$ cat src/rtl/uart_pkg.sv
// uart_pkg: shared UART definitions (receiver state encoding, bit-timing helper,
// datapath widths). Also used by uart_tx for the same bit timing.
`timescale 1ns/1ps
package uart_pkg;

  localparam int unsigned DATA_W = 8;   // payload bits per frame
  localparam int unsigned CNT_W  = 16;  // bit-period counter width
  localparam int unsigned IDX_W  = 3;   // data bit index width

  typedef enum logic [1:0] {
    ST_IDLE  = 2'd0,
    ST_START = 2'd1,
    ST_DATA  = 2'd2,
    ST_STOP  = 2'd3
  } rx_state_e;

  // Clocks per serial bit; integer division, remainder dropped.
  function automatic int unsigned clks_per_bit(input int unsigned clk_freq,
                                               input int unsigned baud_rate);
    return clk_freq / baud_rate;
  endfunction

endpackage

$ cat src/rtl/uart_rx_if.sv
// uart_rx_if: receiver-to-consumer bus.
//   rx_data   last good byte, stable until the next rx_valid
//   rx_valid  one-cycle strobe, rx_data updated
//   frame_err one-cycle strobe, stop bit was 0 and the byte was dropped
//   rx_busy   a frame is in progress
// master = receiver side (drives), slave = consumer side.
`timescale 1ns/1ps
interface uart_rx_if;
  import uart_pkg::*;

  logic [DATA_W-1:0] rx_data;
  logic              rx_valid;
  logic              frame_err;
  logic              rx_busy;

  modport master (
    output rx_data,
    output rx_valid,
    output frame_err,
    output rx_busy
  );

  modport slave (
    input rx_data,
    input rx_valid,
    input frame_err,
    input rx_busy
  );

endinterface

$ cat src/rtl/uart_rx_sync.sv
// uart_rx_sync: 2-FF synchronizer for asynchronous inputs.
//   clk, rst_n  clock, async active-low reset
//   d           asynchronous input
//   q           synchronized output; both stages reset to RST_VAL
`timescale 1ns/1ps
module uart_rx_sync #(
  parameter int unsigned WIDTH   = 1,
  parameter logic        RST_VAL = 1'b1
) (
  input  logic             clk,
  input  logic             rst_n,
  input  logic [WIDTH-1:0] d,
  output logic [WIDTH-1:0] q
);

  logic [WIDTH-1:0] meta_q;
  logic [WIDTH-1:0] sync_q;

  // Two back-to-back flops; the first may go metastable, the second settles it.
  always_ff @(posedge clk or negedge rst_n) begin
    if (!rst_n) begin
      meta_q <= {WIDTH{RST_VAL}};
      sync_q <= {WIDTH{RST_VAL}};
    end else begin
      meta_q <= d;
      sync_q <= meta_q;
    end
  end

  assign q = sync_q;

endmodule

$ cat src/rtl/uart_rx.sv
// uart_rx: 8N1 serial receiver (1 start, 8 data LSB-first, 1 stop, idle high).
//   clk, rst_n  system clock, async active-low reset
//   rx          serial line, asynchronous to clk
//   rx_if       master side of uart_rx_if: rx_data / rx_valid / frame_err / rx_busy
// Bytes arrive as a one-cycle rx_valid strobe; a bad stop bit gives a one-cycle
// frame_err strobe instead and leaves rx_data untouched.
`timescale 1ns/1ps
module uart_rx
  import uart_pkg::*;
#(
  parameter int unsigned CLK_FREQ  = 50000000,
  parameter int unsigned BAUD_RATE = 9600
) (
  input  logic       clk,
  input  logic       rst_n,
  input  logic       rx,
  uart_rx_if.master  rx_if
);

  localparam int unsigned CLKS_PER_BIT = clks_per_bit(CLK_FREQ, BAUD_RATE);
  localparam int unsigned HALF_BIT     = CLKS_PER_BIT / 2;

  localparam logic [CNT_W-1:0] CNT_HALF_LAST = CNT_W'(HALF_BIT - 1);
  localparam logic [CNT_W-1:0] CNT_BIT_LAST  = CNT_W'(CLKS_PER_BIT - 1);
  localparam logic [IDX_W-1:0] IDX_LAST      = IDX_W'(DATA_W - 1);

  // Bit period must fit the counter and leave room for a mid-bit sample.
  if (CLKS_PER_BIT < 4 || CLKS_PER_BIT > 65535) begin : g_bad_bit_timing
    $error("uart_rx: CLKS_PER_BIT out of range [4, 65535]");
  end

  rx_state_e         state_q, state_d;
  logic [CNT_W-1:0]  clk_count_q, clk_count_d;
  logic [IDX_W-1:0]  bit_index_q, bit_index_d;
  logic [DATA_W-1:0] shift_q, shift_d;
  logic [DATA_W-1:0] rx_data_q, rx_data_d;
  logic              rx_valid_q, rx_valid_d;
  logic              frame_err_q, frame_err_d;
  logic              rx_busy_q, rx_busy_d;

  logic rx_s;    // synchronized line
  logic rx_d_q;  // previous rx_s, for edge detection
  logic fall_c;
  logic half_c;
  logic full_c;

  uart_rx_sync #(
    .WIDTH   (1),
    .RST_VAL (1'b1)
  ) u_sync (
    .clk   (clk),
    .rst_n (rst_n),
    .d     (rx),
    .q     (rx_s)
  );

  // Edge register resets high so a line low out of reset is not a start edge.
  always_ff @(posedge clk or negedge rst_n) begin
    if (!rst_n) rx_d_q <= 1'b1;
    else        rx_d_q <= rx_s;
  end

  assign fall_c = rx_d_q && !rx_s;
  assign half_c = (clk_count_q == CNT_HALF_LAST);
  assign full_c = (clk_count_q == CNT_BIT_LAST);

  // State register.
  always_ff @(posedge clk or negedge rst_n) begin
    if (!rst_n) state_q <= ST_IDLE;
    else        state_q <= state_d;
  end

  // Next-state logic.
  always_comb begin
    state_d = state_q;
    unique case (state_q)
      ST_IDLE:  if (fall_c) state_d = ST_START;
      // A start bit that is high again at mid-bit was a glitch.
      ST_START: if (half_c) state_d = rx_s ? ST_IDLE : ST_DATA;
      ST_DATA:  if (full_c && (bit_index_q == IDX_LAST)) state_d = ST_STOP;
      // Leave at mid-stop so the next start edge is never missed.
      ST_STOP:  if (full_c) state_d = ST_IDLE;
      default:  state_d = ST_IDLE;
    endcase
  end

  // Datapath and output next values.
  always_comb begin
    clk_count_d = clk_count_q + CNT_W'(1);
    bit_index_d = bit_index_q;
    shift_d     = shift_q;
    rx_data_d   = rx_data_q;
    rx_valid_d  = 1'b0;
    frame_err_d = 1'b0;
    rx_busy_d   = (state_d != ST_IDLE);

    unique case (state_q)
      ST_IDLE: begin
        clk_count_d = '0;
        bit_index_d = '0;
      end
      ST_START: begin
        if (half_c) begin
          clk_count_d = '0;
          bit_index_d = '0;
        end
      end
      ST_DATA: begin
        if (full_c) begin
          shift_d[bit_index_q] = rx_s;
          bit_index_d          = bit_index_q + IDX_W'(1);
          clk_count_d          = '0;
        end
      end
      ST_STOP: begin
        if (full_c) begin
          clk_count_d = '0;
          if (rx_s) begin
            rx_data_d  = shift_q;
            rx_valid_d = 1'b1;
          end else begin
            frame_err_d = 1'b1;
          end
        end
      end
      default: begin
        clk_count_d = '0;
        bit_index_d = '0;
      end
    endcase
  end

  // Datapath and output registers.
  always_ff @(posedge clk or negedge rst_n) begin
    if (!rst_n) begin
      clk_count_q <= '0;
      bit_index_q <= '0;
      shift_q     <= '0;
      rx_data_q   <= '0;
      rx_valid_q  <= 1'b0;
      frame_err_q <= 1'b0;
      rx_busy_q   <= 1'b0;
    end else begin
      clk_count_q <= clk_count_d;
      bit_index_q <= bit_index_d;
      shift_q     <= shift_d;
      rx_data_q   <= rx_data_d;
      rx_valid_q  <= rx_valid_d;
      frame_err_q <= frame_err_d;
      rx_busy_q   <= rx_busy_d;
    end
  end

  assign rx_if.rx_data   = rx_data_q;
  assign rx_if.rx_valid  = rx_valid_q;
  assign rx_if.frame_err = frame_err_q;
  assign rx_if.rx_busy   = rx_busy_q;

endmodule
$ cat src/flat_wrapper.sv
// flat-port wrapper written by rule: the top's interface ports become plain ports
module uart_rx_flat import uart_pkg::*;
#(
  parameter int unsigned CLK_FREQ  = 50000000,
  parameter int unsigned BAUD_RATE = 9600
)
  (clk, rst_n, rx, rx_if_rx_data, rx_if_rx_valid, rx_if_frame_err, rx_if_rx_busy);
  uart_rx_if rx_if_i ();
  input  logic clk;
  input  logic rst_n;
  input  logic rx;
  output wire logic [$bits(rx_if_i.rx_data)-1:0] rx_if_rx_data;
  output wire logic [$bits(rx_if_i.rx_valid)-1:0] rx_if_rx_valid;
  output wire logic [$bits(rx_if_i.frame_err)-1:0] rx_if_frame_err;
  output wire logic [$bits(rx_if_i.rx_busy)-1:0] rx_if_rx_busy;
  assign rx_if_rx_data = rx_if_i.rx_data;
  assign rx_if_rx_valid = rx_if_i.rx_valid;
  assign rx_if_frame_err = rx_if_i.frame_err;
  assign rx_if_rx_busy = rx_if_i.rx_busy;
  uart_rx #(.CLK_FREQ(CLK_FREQ), .BAUD_RATE(BAUD_RATE)) u_core (.clk(clk), .rst_n(rst_n), .rx(rx), .rx_if(rx_if_i));
endmodule
$ cat config.mk
export PLATFORM = sky130hd
export DESIGN_NAME = uart_rx_flat
export DESIGN_NICKNAME = d
export VERILOG_FILES = /design/src/rtl/uart_pkg.sv /design/src/rtl/uart_rx_if.sv /design/src/rtl/uart_rx_sync.sv /design/src/rtl/uart_rx.sv /design/src/flat_wrapper.sv
export SDC_FILE = /design/constraint.sdc
export NUM_CORES = 1
export LEC_CHECK = 0
export CAP_MARGIN = 40
export CORE_MARGIN = 5
export CORE_UTILIZATION = 60
export CTS_BUF_LIST = sky130_fd_sc_hd__clkbuf_4 sky130_fd_sc_hd__clkbuf_8
export DETAILED_ROUTE_END_ITERATION = 12
export HOLD_SLACK_MARGIN = 0.03
export PLACE_DENSITY = 0.83
export SLEW_MARGIN = 10
export SYNTH_ARGS = -nofsm -noshare
export SYNTH_HDL_FRONTEND = slang
export SYNTH_SLANG_ARGS = --single-unit
$ cat constraint.sdc
create_clock -name clk -period 2.2 [get_ports clk]
set_input_delay 0.22 -clock clk [delete_from_list [all_inputs] [get_ports clk]]
set_output_delay 0.22 -clock clk [all_outputs]
set_load 0.02 [all_outputs]
# Word level (Yosys, flattened, before mapping)
# Cells that the tools add are included.
# W data, S select, Z words.
[op_classes]
n_addsub = 2
multipliers = 0
div = 0
magnitude_cmp = 2
n_eq_ne = 8
n_shift = 0
mux = 21
bitwise_logic = 0
n_reduce_logical = 11
[op_table]
columns = ["operator", "count"]
rows = [
  ["$pmux W16 S3", 1],
  ["$mux W16", 2],
  ["$add A16 B1 Y16 const B", 1],
  ["$eq A16 B12 Y1 const B", 1],
  ["$eq A16 B13 Y1 const B", 1],
  ["$mux W2", 5],
  ["$pmux W3 S3", 1],
  ["$bwmux W8", 1],
  ["$pmux W2 S4", 1],
  ["$mux W1", 7],
  ["$mux W3", 2],
  ["$reduce_and A3 Y1", 2],
  ["$eq A2 B2 Y1 const B", 2],
  ["$lt A3 B4 Y1 const B", 1],
  ["$ne A2 B1 Y1 const B", 2],
  ["$add A3 B1 Y3 const B", 1],
  ["$demux W1 S3", 1],
  ["$eq A3 B3 Y1 const B", 1],
  ["$ge A3 B1 Y1 const B", 1],
  ["$logic_and A1 B1 Y1", 3],
  ["$reduce_bool A3 Y1", 1],
  ["$eq A2 B1 Y1 const B", 1],
  ["$logic_not A2 Y1", 1],
  ["$reduce_and A2 Y1", 1],
  ["other kinds (3)", 3],
]
[word_totals]
regBits = 43
latch_bits = 0
ramBits = 0
romBits = 0
output_inout_bits = 11
wordCells = 55
mem_count = 0

# Depth between registers and ports, before layout
[depth]
word_depth = 5
ltp_mapped = 6
mapped_depth_nobuf = 5

# Modules after synthesis
# Synthesis repeated with hierarchy kept, for this count alone.
[hier_totals]
cells_unflattened = 195
area_unflattened_um2 = 2217.1
[by_module_without_submodules]
columns = ["mod", "n_inst", "cells_per_inst", "area_each_um2"]
rows = [
  ["uart_rx", 1, 193, 2164.6],
  ["uart_rx_sync", 1, 2, 52.6],
]

# Worst setup path before layout
# Ideal clock, no wire load.
[synth_path]
path_type = "flip-flop to flip-flop"
start = "register u_core.clk_count_q[0]"
end = "register u_core.shift_q[7]"
setup_time_ps = 128
arrival_ps = 1725
required_ps = 2072
path_slack_ps = 348
path_stages_with_launch = 7
path_buffers = 1
cell_sequence = "dfrtp_1 ha_1 and4bb_2 nand4_4 buf_2 nor3_2 mux2_1"
[synth_between]
elab_chain_len = 2
[synth_lines]
columns = ["item", "line_no", "rtl"]
rows = [
  ["start, declared", "uart_rx.sv:33", "logic [CNT_W-1:0] clk_count_q, clk_count_d;"],
  ["start signal, assigned", "uart_rx.sv:144", "clk_count_q <= clk_count_d;"],
  ["$eq A16 B13 Y1", "uart_rx.sv:65", "assign full_c = (clk_count_q == CNT_BIT_LAST);"],
  ["$reduce_and A2 Y1 (no line)", "--", ""],
  ["end signal, assigned", "uart_rx.sv:146", "shift_q <= shift_d;"],
  ["end, declared", "uart_rx.sv:35", "logic [DATA_W-1:0] shift_q, shift_d;"],
]
# Every way passes these cells.
# A chain may end at the register's enable or synchronous reset.

# Worst setup path after layout
[layout_path]
start = "register u_core.clk_count_q[0]"
end = "register u_core.clk_count_q[15]"
[layout_between]
elab_chain_len = 3
elab_cells_between_ends = 6
[layout_lines]
columns = ["item", "line_no", "rtl"]
rows = [
  ["$add A16 B1 Y16, or another cell as far along", "uart_rx.sv:89", "clk_count_d = clk_count_q + CNT_W'(1);"],
  ["$mux W16 (on tied branches)", "uart_rx.sv:109, uart_rx.sv:116, uart_rx.sv:103", ""],
  ["$pmux W16 S3 (*)", "uart_rx.sv:97", "unique case (state_q)"],
  ["net u_core.clk_count_d[15]", "uart_rx.sv:33", ""],
]
# Mark *: on every way through the listed nets, which the timed path passes. The rest lies on a longest branch.

==> metrics <==
routability cong. 0.8340; Via-to-Cell Ratio 5.940; Die Height 68.98 um; CTS tree built; first-pass GRT wire length 6.513 mm; fraction of power spent switching nets 0.2897; Post-DP HPWL 2.676 mm; I/O Buffers 13; CP Cell Sequence ha_1 > and4bb_2 > nand4_4 > buf_4 > a22oi_2 > buf_4 > nor2_1; Max Cap Viol 0; Slew Limit Headroom 0.7098; crit path DAT 2.21 ns; mux share of post-synthesis cell area 0.08633; CP max-delay cell dfrtp_1; CP max FO 16; mapped cell area 0.002087 mm2; Initial Util 0.6205; aggregate routed wire length 3.735 mm; compound-gate portion of the synthesized area 0.04257; largest family of logic cells by synthesized area simple AND/OR/NAND/NOR gates; Psw 0.4610 mW; WP buf/inv 2; Fin. Hold Viols 0; worst skew pair latency 0.35 ns; ranking of synthesized cells by area dfrtp_1 48%, mux2_2 5.9%, xnor2_1 5.0%; # resized after CTS 0; num rows 21; die area 0.004758 mm2; TritonCTS Buffers 5; largest net degree at the start of global routing 35; Main synth FF type dfrtp_1; area leader, netlist dfrtp_1; xor-xnor portion of the synthesized cell area 0.05875; CP required 2.44 ns; Final Net Count 211; worst vdd ir 464.1 uV; total track usage 0.1853; Final setup viols 0; syn_area_per_cell 10.93 um2; TNS Setup 0 ns; area growth from synthesis to layout 11.33%; Slew @ Worst Pin 0.4352 ns; Post-CTS Setup Bufs 0; number of global-route vias before repair 1493; Synth top cells by count 40 x dfrtp_1, 22 x nor2_1, 14 x nand2_1; clk root buf clkbuf_4; cell leakage power 0.9941 nW; run status complete, no violations; number of remaining DRC errors 0; Crit Path Class flop to flop; top-count cell post-synth dfrtp_1; First-pass DRT Iterations 4; worst r2r src u_core.clk_count_q[0]; internal cell power 1.130 mW; Yosys reg bits 43; P per Cell Area 684.9 mW/mm2; initial antenna violation count 0; Worst-path clk slew 0.12 ns; CORE AREA 0.003363 mm2; gr ovfl total 0; post-route ant nets 0; YS warnings 0; combinational power share 0.161; Synth Area in Simple Gates 0.2428; RSZ-0062 raised after global routing no; Synth Net Count 197; CTS sink count 43; Ports 14; ANT cells 0; Distinct cells, synth 39; Slew Viols, Final 0; Avg WL per Cell 14.82 um; Yosys top cell area share 0.4796; endpoint class of the critical path flop; Adder-Cell Fraction of Synth Area 0.01799; Post-synth EDFFs 0; Chip Width 68.98 um; Seq pwr share 0.597; total power 1.591 mW; Seq/Total Area, Yosys 0.5174; clk_skew 0.01436 ns; most used cell, CP buf_4; H-tree depth 2; clock share of power 0.242; max frequency 506.2 MHz; Hold Crit Class input pin to async pin; minimum clock period 1.976 ns; crit-path leading delay family simple AND/OR/NAND/NOR gates; cell depth of the worst flop-to-flop path 7; share of cells above drive strength 1 0.1796; CTS Buffer Depth 2; Syn Inst Count 191; Worst setup SP type flop; Iteration-0 DRC Markers 92; fin crit share 0.8980; Synth async-reset ratio 1.000; RR Endpoint u_core.clk_count_q[15]; CP max stage delay 0.38 ns; Via Count 1497; flop-to-flop setup slack 0.22 ns
[logic make-up (layout without fill, tap and decap cells)]
logic type / count (synthesis) / count (layout)
AOI/OAI and AO/OA: 12 / 12
xor gates and xnor gates: 14 / 14
adders and majority gates: 3 / 3
buffers and inverters: 15 / 30
DFF: 43 / 43
muxes: 16 / 16
and+or+nand+nor: 88 / 88
[state kept, by name, indices dropped and copies added (netlist names)]
name and count:
u_core.rx_d_q 1, u_core.u_sync.meta_q 1, u_core.rx_if.frame_err 1, u_core.clk_count_q 16
u_core.shift_q 8, u_core.rx_if.rx_busy 1, u_core.bit_index_q 3, u_core.u_sync.q 1
u_core.rx_if.rx_valid 1, u_core.rx_if.rx_data 8, u_core.state_q 2
[routing by layer]
layer / vias to the layer above / GRT usage / share of wire
li1: 706 / - / -
met1: 738 / 0.2188 / 0.44
met2: 44 / 0.3083 / 0.49
met3: 9 / 0.05673 / 0.055
met4: 0 / 0.08516 / 0.016
met5: - / 0 / 0
[cells in the final DEF (no fill, tap or decap), drive strengths merged, types with 2 or more instances in the layout]
| master | instances |
|---|---|
| or3 | 2 |
| and4b | 2 |
| inv | 4 |
| nor2b | 2 |
| nor4b | 5 |
| xor2 | 2 |
| ha | 3 |
| nor4 | 9 |
| clkdlybuf4s50 | 12 |
| mux2 | 16 |
| o21ai | 3 |
| xnor2 | 12 |
| nor3 | 9 |
| nand4 | 6 |
| or2 | 2 |
| nor2 | 23 |
| nand2 | 14 |
| dfrtp | 40 |
| nand3 | 11 |
| clkbuf | 7 |
| o211ai | 2 |
| dfstp | 3 |
| buf | 5 |
[repair_timing]
action	in CTS	in global routing
hold endpoints to repair	43	0
setup endpoints to repair	0	0
hold buffers	1	0
[worst max-delay path by stage]
stage | startpoint | to | slack [ns] | cells past startpoint
4_1_cts | u_core.clk_count_q[0] | u_core.clk_count_q[10] | 0.22 | 7
6_report | u_core.clk_count_q[0] | u_core.clk_count_q[15] | 0.22 | 7
5_1_grt | u_core.clk_count_q[0] | u_core.shift_q[1] | 0.06 | 5
2_1_floorplan | u_core.clk_count_q[0] | u_core.shift_q[7] | 0.35 | 6
3_5_place_dp | u_core.clk_count_q[0] | u_core.shift_q[1] | 0.23 | 5
3_3_place_gp | u_core.clk_count_q[0] | u_core.shift_q[5] | 0.27 | 5
[power groups by stage]
stage / logic, mW / clock network (mW) / registers, mW
finish: 0.256 / 0.385 / 0.951
global route: 0.285 / 0.436 / 0.959
floorplan: 0.237 / 0 / 0.912
global placement: 0.241 / 0 / 0.957
detailed placement: 0.255 / 0 / 0.962
CTS: 0.256 / 0.400 / 0.950
[final cells by class]
cell class	count	area [um2]
Multi-Input combinational cell	133	935.9
Clock buffer	7	52.55
Inverter	4	15.01
Clock inverter	1	5.005
Tap cell	46	57.56
Sequential cell	43	1080
Timing Repair Buffer	18	177.7
Fill cell	270	1040
[metrics by stage]
step	hold slack (ns)	utilization	cells	cell area [um2]	worst slack, ns
2_1_floorplan	-0.07559	-	191	2087	0.3479
5_1_grt	0.2489	0.6908	252	2323	0.05651
6_report	0.2466	0.6908	252	2323	0.2244
4_1_cts	0.2369	0.6908	252	2323	0.2150
3_3_place_gp	0.3457	0.6648	242	2236	0.2714
3_5_place_dp	0.1012	0.6708	243	2256	0.2318
Power figures use the tool's default switching activity.
